--- config.mk ---
export PLATFORM = sky130hd
export DESIGN_NAME = sub_serial_ctrl_flat
export DESIGN_NICKNAME = d
export VERILOG_FILES = /design/src/rtl/sub_serial_ctrl_if.sv /design/src/rtl/sub_serial_ctrl.sv /design/src/flat_wrapper.sv
export SDC_FILE = /design/constraint.sdc
export NUM_CORES = 1
export LEC_CHECK = 0
export ABC_CLOCK_PERIOD_IN_PS = 3500
export CAP_MARGIN = 10
export CORE_ASPECT_RATIO = 1.4
export CORE_MARGIN = 1.5
export CORE_UTILIZATION = 30
export DETAILED_ROUTE_END_ITERATION = 12
export HOLD_SLACK_MARGIN = 0.05
export PLACE_DENSITY_LB_ADDON = 0.25
export RECOVER_POWER = 100
export SLEW_MARGIN = 25
export SYNTH_ARGS = -nofsm -noshare
export SYNTH_HDL_FRONTEND = slang
export SYNTH_SLANG_ARGS = --single-unit
--- constraint.sdc ---
create_clock -name clk -period 3.5 [get_ports clk]
set_input_delay 0.7 -clock clk [delete_from_list [all_inputs] [get_ports clk]]
set_output_delay 0.7 -clock clk [all_outputs]
set_load 0.005 [all_outputs]
--- src/rtl/sub_serial_ctrl_if.sv ---
// Operand/result handshake bundle for the serial subtract controller.
interface sub_serial_ctrl_if #(
    parameter int unsigned WIDTH = 16
);
    logic             start_valid;
    logic             start_ready;
    logic [WIDTH-1:0] A;
    logic [WIDTH-1:0] B;
    logic             B_in;
    logic             res_valid;
    logic             res_ready;
    logic [WIDTH-1:0] D;
    logic             B_out;
    logic             Z;

    // Requester side: issues operands, consumes results.
    modport master (
        output start_valid, A, B, B_in, res_ready,
        input  start_ready, res_valid, D, B_out, Z
    );

    // Controller side.
    modport slave (
        input  start_valid, A, B, B_in, res_ready,
        output start_ready, res_valid, D, B_out, Z
    );
endinterface

--- src/rtl/sub_serial_ctrl.sv ---
// Serial A - B - B_in using one SLICE-bit ripple-borrow slice reused over
// WIDTH/SLICE cycles; the borrow between slices lives in a register.
module sub_serial_ctrl #(
    parameter int unsigned WIDTH = 16,
    parameter int unsigned SLICE = 4
) (
    input  logic              clk,
    input  logic              rst,
    sub_serial_ctrl_if.slave  bus,
    output logic              busy
);
    localparam int unsigned NSLICE = WIDTH / SLICE;
    localparam int unsigned IDX_W  = (NSLICE > 1) ? $clog2(NSLICE) : 1;

    typedef enum logic [1:0] {
        IDLE = 2'd0,
        RUN  = 2'd1,
        DONE = 2'd2
    } state_t;

    state_t             state;
    logic [WIDTH-1:0]   a_q;
    logic [WIDTH-1:0]   b_q;
    logic               bor_q;
    logic [IDX_W-1:0]   idx_q;

    logic [SLICE-1:0]   a_sl;
    logic [SLICE-1:0]   b_sl;
    logic [SLICE-1:0]   d_sl;
    logic [SLICE:0]     chain;
    logic [WIDTH-1:0]   d_next;

    // Select the operand slice addressed by the current index.
    always_comb begin
        a_sl = '0;
        b_sl = '0;
        for (int s = 0; s < NSLICE; s++) begin
            if (idx_q == IDX_W'(s)) begin
                a_sl = a_q[s*SLICE +: SLICE];
                b_sl = b_q[s*SLICE +: SLICE];
            end
        end
    end

    // Shared ripple-borrow slice built from per-bit full subtractors.
    always_comb begin
        chain    = '0;
        d_sl     = '0;
        chain[0] = bor_q;
        for (int i = 0; i < SLICE; i++) begin
            d_sl[i]     = a_sl[i] ^ b_sl[i] ^ chain[i];
            chain[i+1]  = (~a_sl[i] & b_sl[i]) | ((~a_sl[i] | b_sl[i]) & chain[i]);
        end
    end

    // Merge the fresh slice into the difference register image.
    always_comb begin
        d_next = bus.D;
        for (int s = 0; s < NSLICE; s++) begin
            if (idx_q == IDX_W'(s)) begin
                d_next[s*SLICE +: SLICE] = d_sl;
            end
        end
    end

    // Sequencer: accept, step one slice per cycle, hold result until taken.
    always_ff @(posedge clk) begin
        if (rst) begin
            state           <= IDLE;
            a_q             <= '0;
            b_q             <= '0;
            bor_q           <= 1'b0;
            idx_q           <= '0;
            bus.D           <= '0;
            bus.B_out       <= 1'b0;
            bus.Z           <= 1'b0;
            bus.res_valid   <= 1'b0;
            bus.start_ready <= 1'b1;
            busy            <= 1'b0;
        end else begin
            case (state)
                IDLE: begin
                    if (bus.start_valid) begin
                        a_q             <= bus.A;
                        b_q             <= bus.B;
                        bor_q           <= bus.B_in;
                        idx_q           <= '0;
                        bus.D           <= '0;
                        bus.start_ready <= 1'b0;
                        busy            <= 1'b1;
                        state           <= RUN;
                    end
                end
                RUN: begin
                    bus.D <= d_next;
                    bor_q <= chain[SLICE];
                    idx_q <= idx_q + IDX_W'(1);
                    if (idx_q == IDX_W'(NSLICE - 1)) begin
                        bus.B_out     <= chain[SLICE];
                        bus.Z         <= (d_next == '0);
                        bus.res_valid <= 1'b1;
                        state         <= DONE;
                    end
                end
                DONE: begin
                    if (bus.res_ready) begin
                        bus.res_valid   <= 1'b0;
                        bus.start_ready <= 1'b1;
                        busy            <= 1'b0;
                        state           <= IDLE;
                    end
                end
                default: begin
                    bus.res_valid   <= 1'b0;
                    bus.start_ready <= 1'b1;
                    busy            <= 1'b0;
                    state           <= IDLE;
                end
            endcase
        end
    end
endmodule

--- src/flat_wrapper.sv ---
// flat-port wrapper written by rule: the top's interface ports become plain ports
module sub_serial_ctrl_flat 
#(
    parameter int unsigned WIDTH = 16,
    parameter int unsigned SLICE = 4
)
  (clk, rst, busy, bus_start_valid, bus_A, bus_B, bus_B_in, bus_res_ready, bus_start_ready, bus_res_valid, bus_D, bus_B_out, bus_Z);
  sub_serial_ctrl_if #(.WIDTH(WIDTH)) bus_i ();
  input  logic clk;
  input  logic rst;
  output logic busy;
  input wire logic [$bits(bus_i.start_valid)-1:0] bus_start_valid;
  input wire logic [$bits(bus_i.A)-1:0] bus_A;
  input wire logic [$bits(bus_i.B)-1:0] bus_B;
  input wire logic [$bits(bus_i.B_in)-1:0] bus_B_in;
  input wire logic [$bits(bus_i.res_ready)-1:0] bus_res_ready;
  output wire logic [$bits(bus_i.start_ready)-1:0] bus_start_ready;
  output wire logic [$bits(bus_i.res_valid)-1:0] bus_res_valid;
  output wire logic [$bits(bus_i.D)-1:0] bus_D;
  output wire logic [$bits(bus_i.B_out)-1:0] bus_B_out;
  output wire logic [$bits(bus_i.Z)-1:0] bus_Z;
  assign bus_i.start_valid = bus_start_valid;
  assign bus_i.A = bus_A;
  assign bus_i.B = bus_B;
  assign bus_i.B_in = bus_B_in;
  assign bus_i.res_ready = bus_res_ready;
  assign bus_start_ready = bus_i.start_ready;
  assign bus_res_valid = bus_i.res_valid;
  assign bus_D = bus_i.D;
  assign bus_B_out = bus_i.B_out;
  assign bus_Z = bus_i.Z;
  sub_serial_ctrl #(.WIDTH(WIDTH), .SLICE(SLICE)) u_core (.clk(clk), .rst(rst), .bus(bus_i), .busy(busy));
endmodule
## Yosys cells after proc, flatten, opt, wreduce, memory -nomap -nowiden

Index checks and enable logic that the tools add are counted.

- $add $sub $neg: 1
- Equality and inequality tests: 8
- Multiplexer cells: 30
- Bitwise gates (word level): 30
- Reductions and logical operators: 10

Operators with widths:

| operator | count |
|---|---|
| 4-bit two-way mux | 12 |
| 16-bit case mux with 2 select lines | 1 |
| 16-bit logical NOT | 1 |
| 16-bit two-way mux | 1 |
| 1-bit case mux with 3 select lines | 3 |
| 3-bit AND reduction | 3 |
| 1-bit AND | 8 |
| 2-bit two-way mux | 4 |
| 1-bit OR | 8 |
| 1-bit XOR | 8 |
| 2-bit equality test (second input constant) | 3 |
| 1-bit two-way mux | 6 |
| 1-bit inverter | 6 |
| 2-bit case mux with 3 select lines | 1 |
| 2-bit AND reduction | 3 |
| 2-bit by 1-bit equality test with 1-bit output (second input constant) | 2 |
| 2-bit logical NOT | 2 |
| 2-bit != test (second input constant) | 2 |
| 2-bit case mux with 2 select lines | 1 |
| 2-bit by 1-bit adder with 2-bit output (second input constant) | 1 |
| 2-bit by 1-bit != test with 1-bit output (second input constant) | 1 |
| 1-bit case mux with 2 select lines | 1 |
| 2-bit nonzero test | 1 |

- Register bits: 58
- Input bits: 37
- Output and inout port bits: 21
- Logic and storage cells: 90

## Logic depth before layout (Yosys ltp)

Gate-level depths: netlist (run 1).

- Depth after elaboration: 16
- Gate-level depth with buffers: 15
- Gate-level depth less buffers: 13

## Least setup slack after synthesis (run 1)

Ideal clock, no wire load.

- Path kind: reg-to-reg
- Start point: register u_core.idx_q[1]
- End point: register u_core.bus.D[15]
- Setup time: 0.070 ns
- Arrival: 3.506 ns
- Required time: 3.430 ns
- Path slack: -0.076 ns
- Stages on the path, launching flop included: 15
- Buffers on the path: 2
- Period minus slack after synthesis: 3.576 ns
- Cell sequence: dfxtp_1 > inv_1 > ha_1 > buf_2 > buf_2 > a221oi_1 > o31ai_1 > fa_1 > fa_1 > fa_1 > inv_1 > fa_1 > nor3b_1 > nand2_1 > a21oi_1

- Cells in the longest elaborated chain, start to end: 16
- Elaborated cells between the ends (all ways): 31
- Classes of those cells: eq/ne (3); mux (10); bitwise (17); reduce/logical (1)

Ends and longest elaborated chain:

| what | RTL line | source |
|---|---|---|
| start, declared | sub_serial_ctrl.sv:25 | `logic [IDX_W-1:0] idx_q;` |
| start signal, assigned | sub_serial_ctrl.sv:97 | `idx_q <= idx_q + IDX_W'(1);` |
| 2-bit logical NOT | sub_serial_ctrl.sv:38 | `if (idx_q == IDX_W'(s)) begin` |
| 4-bit two-way mux (4 in a row) | sub_serial_ctrl.sv:38 |  |
| 1-bit inverter | sub_serial_ctrl.sv:52 | `chain[i+1] = (~a_sl[i] & b_sl[i]) \| ((~a_sl[i] \| b_sl[i]) & chain[i]);` |
| 1-bit OR | sub_serial_ctrl.sv:52 |  |
| 1-bit AND | sub_serial_ctrl.sv:52 |  |
| 1-bit OR | sub_serial_ctrl.sv:52 |  |
| 1-bit AND | sub_serial_ctrl.sv:52 |  |
| 1-bit OR | sub_serial_ctrl.sv:52 |  |
| 1-bit AND | sub_serial_ctrl.sv:52 |  |
| 1-bit OR | sub_serial_ctrl.sv:52 |  |
| 1-bit XOR | sub_serial_ctrl.sv:51 | `d_sl[i] = a_sl[i] ^ b_sl[i] ^ chain[i];` |
| 4-bit two-way mux (*) | sub_serial_ctrl.sv:60 | `if (idx_q == IDX_W'(s)) begin` |
| 16-bit case mux with 2 select lines (*) | sub_serial_ctrl.sv:81 | `case (state)` |
| end signal, assigned | sub_serial_ctrl.sv:95 | `bus.D <= d_next;` |
| end, declared | sub_serial_ctrl_if.sv:25 | `output start_ready, res_valid, D, B_out, Z` |

Every way passes the cells marked *; elsewhere a longest branch is shown, timed or not.
A chain may end at the register's enable or synchronous reset.

## Final worst setup path (run 1)

- Start point: register u_core.idx_q[1]
- End point: register u_core.bus.Z

- Cells in the longest elaborated chain, start to end: 16
- Elaborated cells between the ends (all ways): 41
- Classes of those cells: eq/ne (3); mux (12); bitwise (23); reduce/logical (3)

Ends and longest elaborated chain:

| what | RTL line | source |
|---|---|---|
| 2-bit logical NOT | sub_serial_ctrl.sv:38, sub_serial_ctrl.sv:60 |  |
| 4-bit two-way mux (4 in a row) | sub_serial_ctrl.sv:38 |  |
| 1-bit inverter | sub_serial_ctrl.sv:52 |  |
| 1-bit OR | sub_serial_ctrl.sv:52 |  |
| 1-bit AND | sub_serial_ctrl.sv:52 |  |
| 1-bit OR | sub_serial_ctrl.sv:52 |  |
| 1-bit AND | sub_serial_ctrl.sv:52 |  |
| 1-bit OR | sub_serial_ctrl.sv:52 |  |
| 1-bit AND | sub_serial_ctrl.sv:52 |  |
| 1-bit OR | sub_serial_ctrl.sv:52 |  |
| 1-bit XOR | sub_serial_ctrl.sv:51 |  |
| 4-bit two-way mux | sub_serial_ctrl.sv:60 |  |
| 16-bit logical NOT | sub_serial_ctrl.sv:100 | `bus.Z <= (d_next == '0);` |
| end signal, assigned | sub_serial_ctrl.sv:100 |  |
| end, declared | sub_serial_ctrl_if.sv:25 |  |

Parallel ways exist; a longest one is shown, timed or not.

==> results of run 1 <==
## metal layers
layer / vias to the layer above / wire length, um / global-route usage (%)
li1: 1241 / - / -
met1: 1150 / 2705 / 17.49
met2: 47 / 3963 / 28.80
met3: 11 / 206 / 2.960
met4: 0 / 137 / 8.588
met5: - / 0 / 0
## cells in the final DEF (no fill, tap or decap), drive strengths merged, types with 6 or more instances in the layout
cell and instances:
buf 10, nor3b 6, dfxtp 58, nor2 9
a21oi 59, nand3b 7, nand3 13, clkdlybuf4s50 34
nor2b 9, clkbuf 16, dlygate4sd3 22, inv 6
o21ai 17, nand2 81
## worst max path at each step
stage                          from      endpoint  slack, ns  depth (start not counted)
floorplan           u_core.idx_q[1]  u_core.bus.Z       0.04                         14
global route        u_core.idx_q[1]  u_core.bus.Z     -0.004                         13
detailed placement  u_core.idx_q[0]  u_core.bus.Z      -0.05                         13
global placement    u_core.idx_q[0]  u_core.bus.Z       0.07                         13
CTS                 u_core.idx_q[1]  u_core.bus.Z       0.02                         13
finish              u_core.idx_q[1]  u_core.bus.Z       0.12                         13
## power breakdown
part	switching, W	internal, W
logic	0.000154	0.000141
clock network	0.000274	0.000533
registers	0.0000262	0.000696
## metrics by stage
step | cell area, um^2 | std cells | power, W | hold slack [ns] | TNS, ns
6_report | 3660 | 493 | 0.001823 | 0.4533 | 0
5_1_grt | 3660 | 493 | 0.001907 | 0.4853 | -0.003988
4_1_cts | 3616 | 493 | 0.001846 | 0.4560 | 0
3_5_place_dp | 3329 | 477 | 0.001029 | 0.4492 | -0.04977
3_3_place_gp | 3329 | 477 | 0.001023 | 0.4451 | 0
2_1_floorplan | 2653 | 328 | 0.0009058 | 0.4318 | 0
## worst register-to-register path, cell delays in order (launching register included)
cell and delay, ns:
dfxtp_4 0.37, inv_2 0.07, ha_4 0.18, nand3b_1 0.17
a311oi_2 0.28, a21oi_2 0.07, fa_2 0.37, fa_2 0.35
fa_1 0.36, inv_1 0.09, fa_2 0.25, or4b_1 0.45
a211oi_2 0.16, a31o_1 0.16
## cell type report
class | count | area share (%)
multi-input cells | 239 | 38.39
clock buffers | 14 | 7.487
well taps | 105 | 3.590
clock inverters | 2 | 0.2735
repair buffers | 68 | 17.57
flip-flops and latches | 58 | 31.93
inverters | 7 | 0.7521
## state kept, by name, indices dropped and copies added (netlist names), 2 cells and up
signal        cells
u_core.b_q       16
u_core.a_q       16
u_core.bus.D     16
u_core.state      2
u_core.idx_q      2
## cell families after synthesis
group           after synthesis  synth area share, %
compound gates               96                20.96
fa+ha+maj                     8                4.955
buf+inv                      31                5.050
flops                        58                44.21
mux                           1               0.3811
simple gates                134                24.44
## what timing repair did
item,in CTS,in global routing
pin swaps,1,2
endpoints found under the setup margin,1,4
resized for setup,2,14
==> results.toml, run 1 <==
[critical_path]
crit_path_end_kind = "register"
cp-start-kind = "register"
critPathMaxStageDelay_ns = 0.45
cp_top_family = "adder cells"
regToRegSetupSlack_ns = 0.12
cp_data_required_time_ns = 3.77
crit_slowest_cell = "or4b_1"
cp_cell_sequence = "inv_2 > ha_4 > nand3b_1 > a311oi_2 > a21oi_2 > fa_2 > fa_2 > fa_1 > inv_1 > fa_2 > or4b_1 > a211oi_2 > a31o_1"
critPathMaxFanout = 6
path_common_cell = "fa_2"
timing.rr.end = "u_core.bus.Z"
reg2regPathDepth = 13
r2r_start = "u_core.idx_q[1]"
cp.arrival_ns = 3.65
worstSetupPathType = "reg2reg"
cp_num_buf_inv = 2

[floorplanning]
die_w_um = 82.08
boundaryPins = 58
die-area_um2 = 9332
rows = 40
die_y_um = 113.7
coreArea_um2 = 8558
start_util_pct = 30.69

[logic_synthesis]
async_flop_share_pct = 0
synth_area_per_cell_um2 = 8.007
synth_top_area_cell = "dfxtp_1"
netlist_instances = 328
yosysTopAreaCellShare_pct = 44.21
ys_ff_latch = 58
yosysMostFrequentCell = "nand2_1"
netlist-cell-type-count = 36
synth-edff-count = 0
postSynthNetCount = 373
ys_warn_count = 0
ys_seq_area_share_pct = 44.21
yosys-top-cells-count = "nand2_1 (81), a21oi_1 (59), dfxtp_1 (58), buf_2 (13), nand3_1 (13)"
syn_area_um2 = 2626
synthTopCellsByArea = "dfxtp_1 (44%), nand2_1 (12%), a21oi_1 (11%), fa_1 (3.0%), buf_2 (2.5%)"
synth_ff_type = "dfxtp_1"

[global_routing]
grt_pass1_vias = 2350
antenna_found_initial = 0
grt_overflow_total = 0
grt_pass1_wl_mm = 11.22
grt_usage_pct = 16.13
grt_max_degree = 60

[detailed_routing]
drc = 0
vias_per_cell = 4.968
drtIter0Drc = 103
first_pass_iters = 4
wl_mm = 7.013
ant_nets = 0
route.vias.total = 2449
routedWlPerCell_um = 14.23

[worst_hold_path]
hold_depth = 2
hold_class = "reg2reg"
min_from = "u_core.b_q[3]"
hold_path_end = "u_core.b_q[3]"

[sta]
clock_skew_ns = 0.004958
post-route-period-util_pct = 96.64
max_slew_margin_pct = 8.003
slew_viol_final = 0
hold_violations = 0
clock.fmax_mhz = 295.7
period_minus_slack_ns = 3.382
setup_slack_ns = 0.1177
setup_violations = 0
worst_slew_pin_slew_ns = 1.377

[final_layout]
fillers = 872
seq_area_um2 = 1169
antenna_cells = 0
final_util_pct = 42.76
fin_nets = 428
syn2layout_area_growth_pct = 39.35
drive_gt1_share_pct = 12.11
multi_input_area_um2 = 1405

[cts]
cts-hold-fix-buffers = 0
cts_max_path_buffers = 2
cts_sinks = 58
root_buffer = "clkbuf_16"
cts_made_buffers = 9
cts_tree = "yes"
clk_transition_reported_paths_ns = 0.05
post_cts_buffers = 0
ctsHtreeMaxLevel = 3
worstSkewPairLatency_ns = 0.32

[placement]
portBuffers = 57
place_ws_ns = -0.04977
gp_congestion = 0.8043
hpwlAfterDp_mm = 5.132

[power]
powerDensity_nw_per_um2 = 498.2
vdd_drop_max_mv = 0.2784
p_leak_nw = 1.391

[run_status]
status = "complete, no violations"

[job]
drv_cap = 0
(Power assumes the default switching activity.)
==> run 2, diff against run 1 <==
REMOVE_ABC_BUFFERS = 1   (was unset)
==> results.toml, run 2 (synthesized netlist as in run 1, its figures left out) <==
[final_layout]
final_util_pct = 43.04
fin_cells = 496
multi_input_area_um2 = 1363
antenna_cells = 0
final_cell_mix = "nand2_1 (81), a21oi_1 (59), dfxtp_1 (57)"
reg_top3 = "u_core.a_q (16), u_core.b_q (16), u_core.bus.D (16)"
syn2layout_area_growth_pct = 40.26
drive_gt1_share_pct = 10.74
fin_nets = 431
fillers = 883
final_common_cell = "nand2_1"
seq_area_um2 = 1165

[power]
vdd_drop_max_mv = 0.2600
p_leak_nw = 1.405
swShare_pct = 23.86
combinationalPowerShare_pct = 14.7
clkPwrFrac_pct = 49.6
switchingPower_w = 0.0004796
p_seq_share_pct = 35.7
p_int_w = 0.001531
powerDensity_nw_per_um2 = 545.8

[sta]
period_minus_slack_ns = 3.305
hold_violations = 0
worst_slew_pin_slew_ns = 1.293
post-route-period-util_pct = 94.43
max_slew_margin_pct = 13.59
slew_viol_final = 0
clock_skew_ns = 0.005847
setup_slack_ns = 0.1949
setup_violations = 0
rsz0062_at_grt = "false"
clock.fmax_mhz = 302.6

[detailed_routing]
drtIter0Drc = 102
ant_nets = 0
routedWlPerCell_um = 13.88
drc = 0
wl_mm = 6.886
route.vias.total = 2437
first_pass_iters = 4
vias_per_cell = 4.913

[critical_path]
reg2regPathDepth = 14
cp.arrival_ns = 3.57
crit_slowest_cell = "fa_1"
cp-start-kind = "register"
regToRegSetupSlack_ns = 0.19
critPathMaxStageDelay_ns = 0.40
crit_path_end_kind = "register"
worstSetupPathType = "reg2reg"
critPathMaxFanout = 4
r2r_start = "u_core.idx_q[0]"
cp_top_family = "adder cells"
cp_data_required_time_ns = 3.76
cp_num_buf_inv = 3
timing.rr.end = "u_core.bus.D[15]"
cp_cell_sequence = "inv_1 > ha_2 > nor2b_1 > a311oi_1 > a21oi_1 > fa_2 > fa_2 > fa_1 > inv_1 > fa_1 > buf_4 > nor3b_4 > nand2_1 > a21oi_1"

[worst_hold_path]
hold_depth = 2
hold_path_end = "u_core.b_q[3]"
min_from = "u_core.b_q[3]"
hold_class = "reg2reg"

[floorplanning]
start_util_pct = 30.69
die_w_um = 82.08
coreArea_um2 = 8558
die-area_um2 = 9332
die_y_um = 113.7
boundaryPins = 58
rows = 40

[placement]
place_ws_ns = -0.03726
dpl.cell_count = 479
gp_congestion = 0.8425
portBuffers = 57
hpwlAfterDp_mm = 4.918

[cts]
ctsHtreeMaxLevel = 3
cts_made_buffers = 9
cts-hold-fix-buffers = 0
cts_sinks = 58
worstSkewPairLatency_ns = 0.33
root_buffer = "clkbuf_16"
cts_max_path_buffers = 2
cts_tree = "yes"
clk_transition_reported_paths_ns = 0.05

[global_routing]
grt_usage_pct = 16.66
grt_overflow_total = 0
grt_pass1_vias = 2306
grt_pass1_wl_mm = 11.40
grt_max_degree = 40
antenna_found_initial = 0

[run_status]
status = "complete, no violations"

[job]
drv_cap = 0
==> run 2: cell count changes in the layout (fill, tap and decap cells not counted), moves of 2 or more <==
| cell | before | now |
|---|---|---|
| nor3b_2 | 5 | 3 |
| ha_2 | 0 | 2 |
| ha_4 | 3 | 1 |
| clkinv_2 | 3 | 1 |
| clkbuf_8 | 3 | 0 |
| bufinv_16 | 0 | 3 |
==> run 2: worst max-delay path by stage <==
| stage | startpoint | to | slack [ns] | depth (start not counted) |
|---|---|---|---|---|
| 4_1_cts | u_core.idx_q[1] | u_core.bus.D[15] | 0.005 | 14 |
| 3_3_place_gp | u_core.idx_q[0] | u_core.bus.D[15] | 0.03 | 13 |
| 3_5_place_dp | u_core.idx_q[0] | u_core.bus.D[15] | -0.04 | 12 |
| 5_1_grt | u_core.idx_q[0] | u_core.bus.D[15] | 0.02 | 14 |
| 6_report | u_core.idx_q[0] | u_core.bus.D[15] | 0.19 | 14 |
| 2_1_floorplan | u_core.idx_q[0] | u_core.bus.D[15] | -0.09 | 12 |
==> run 2: layer usage <==
metal | global-route usage (%) | routed length [um] | vias to the layer above
li1 | - | - | 1249
met5 | 0 | 0 | -
met3 | 3.440 | 257 | 14
met4 | 10.06 | 200 | 0
met2 | 26.28 | 3397 | 59
met1 | 20.46 | 3031 | 1115
==> run 2: layout make-up <==
cell class,count,area share [%]
clock buffers,11,6.318
multi-input cells,239,36.99
well taps,105,3.567
repair buffers,71,18.00
clock inverters,5,2.785
inverters,7,0.7133
flip-flops and latches,58,31.62
==> run 2: per-stage QoR <==
stage / setup TNS, ns / total power [W] / hold WS, ns / area (um^2)
final: 0 / 0.002011 / 0.4517 / 3684
after global routing: 0 / 0.002107 / 0.4744 / 3684
after CTS: 0 / 0.002031 / 0.4528 / 3670
after detailed placement: -0.1129 / 0.001018 / 0.4461 / 3321
after global placement: 0 / 0.001014 / 0.4430 / 3321
after floorplan: -0.3170 / 0.0008805 / 0.4257 / 2520
==> run 2: repair_timing <==
item / in CTS / in global routing
resized for setup: 2 / 12
endpoints found under the setup margin: 4 / 5
setup buffers: 1 / 0
pin swaps: 1 / 0
==> run 2: power by group through the flow <==
stage                     clock network [W]  registers [W]  logic (W)
after floorplan                           0       0.000726   0.000155
after global placement                    0       0.000732   0.000282
after detailed placement                  0       0.000733   0.000285
after CTS                           0.00102       0.000720   0.000294
after global routing                0.00105       0.000724   0.000333
final                              0.000997       0.000719   0.000295
==> run 2: worst reg2reg max path, delay by kind of cell (launching register included) <==
kind	cells	cell delay (ns)
and+or+nand+nor	3	0.40
AOI/OAI and AO/OA	3	0.45
buffers and inverters	3	0.31
DFF	1	0.37
adders and majority gates	5	1.70
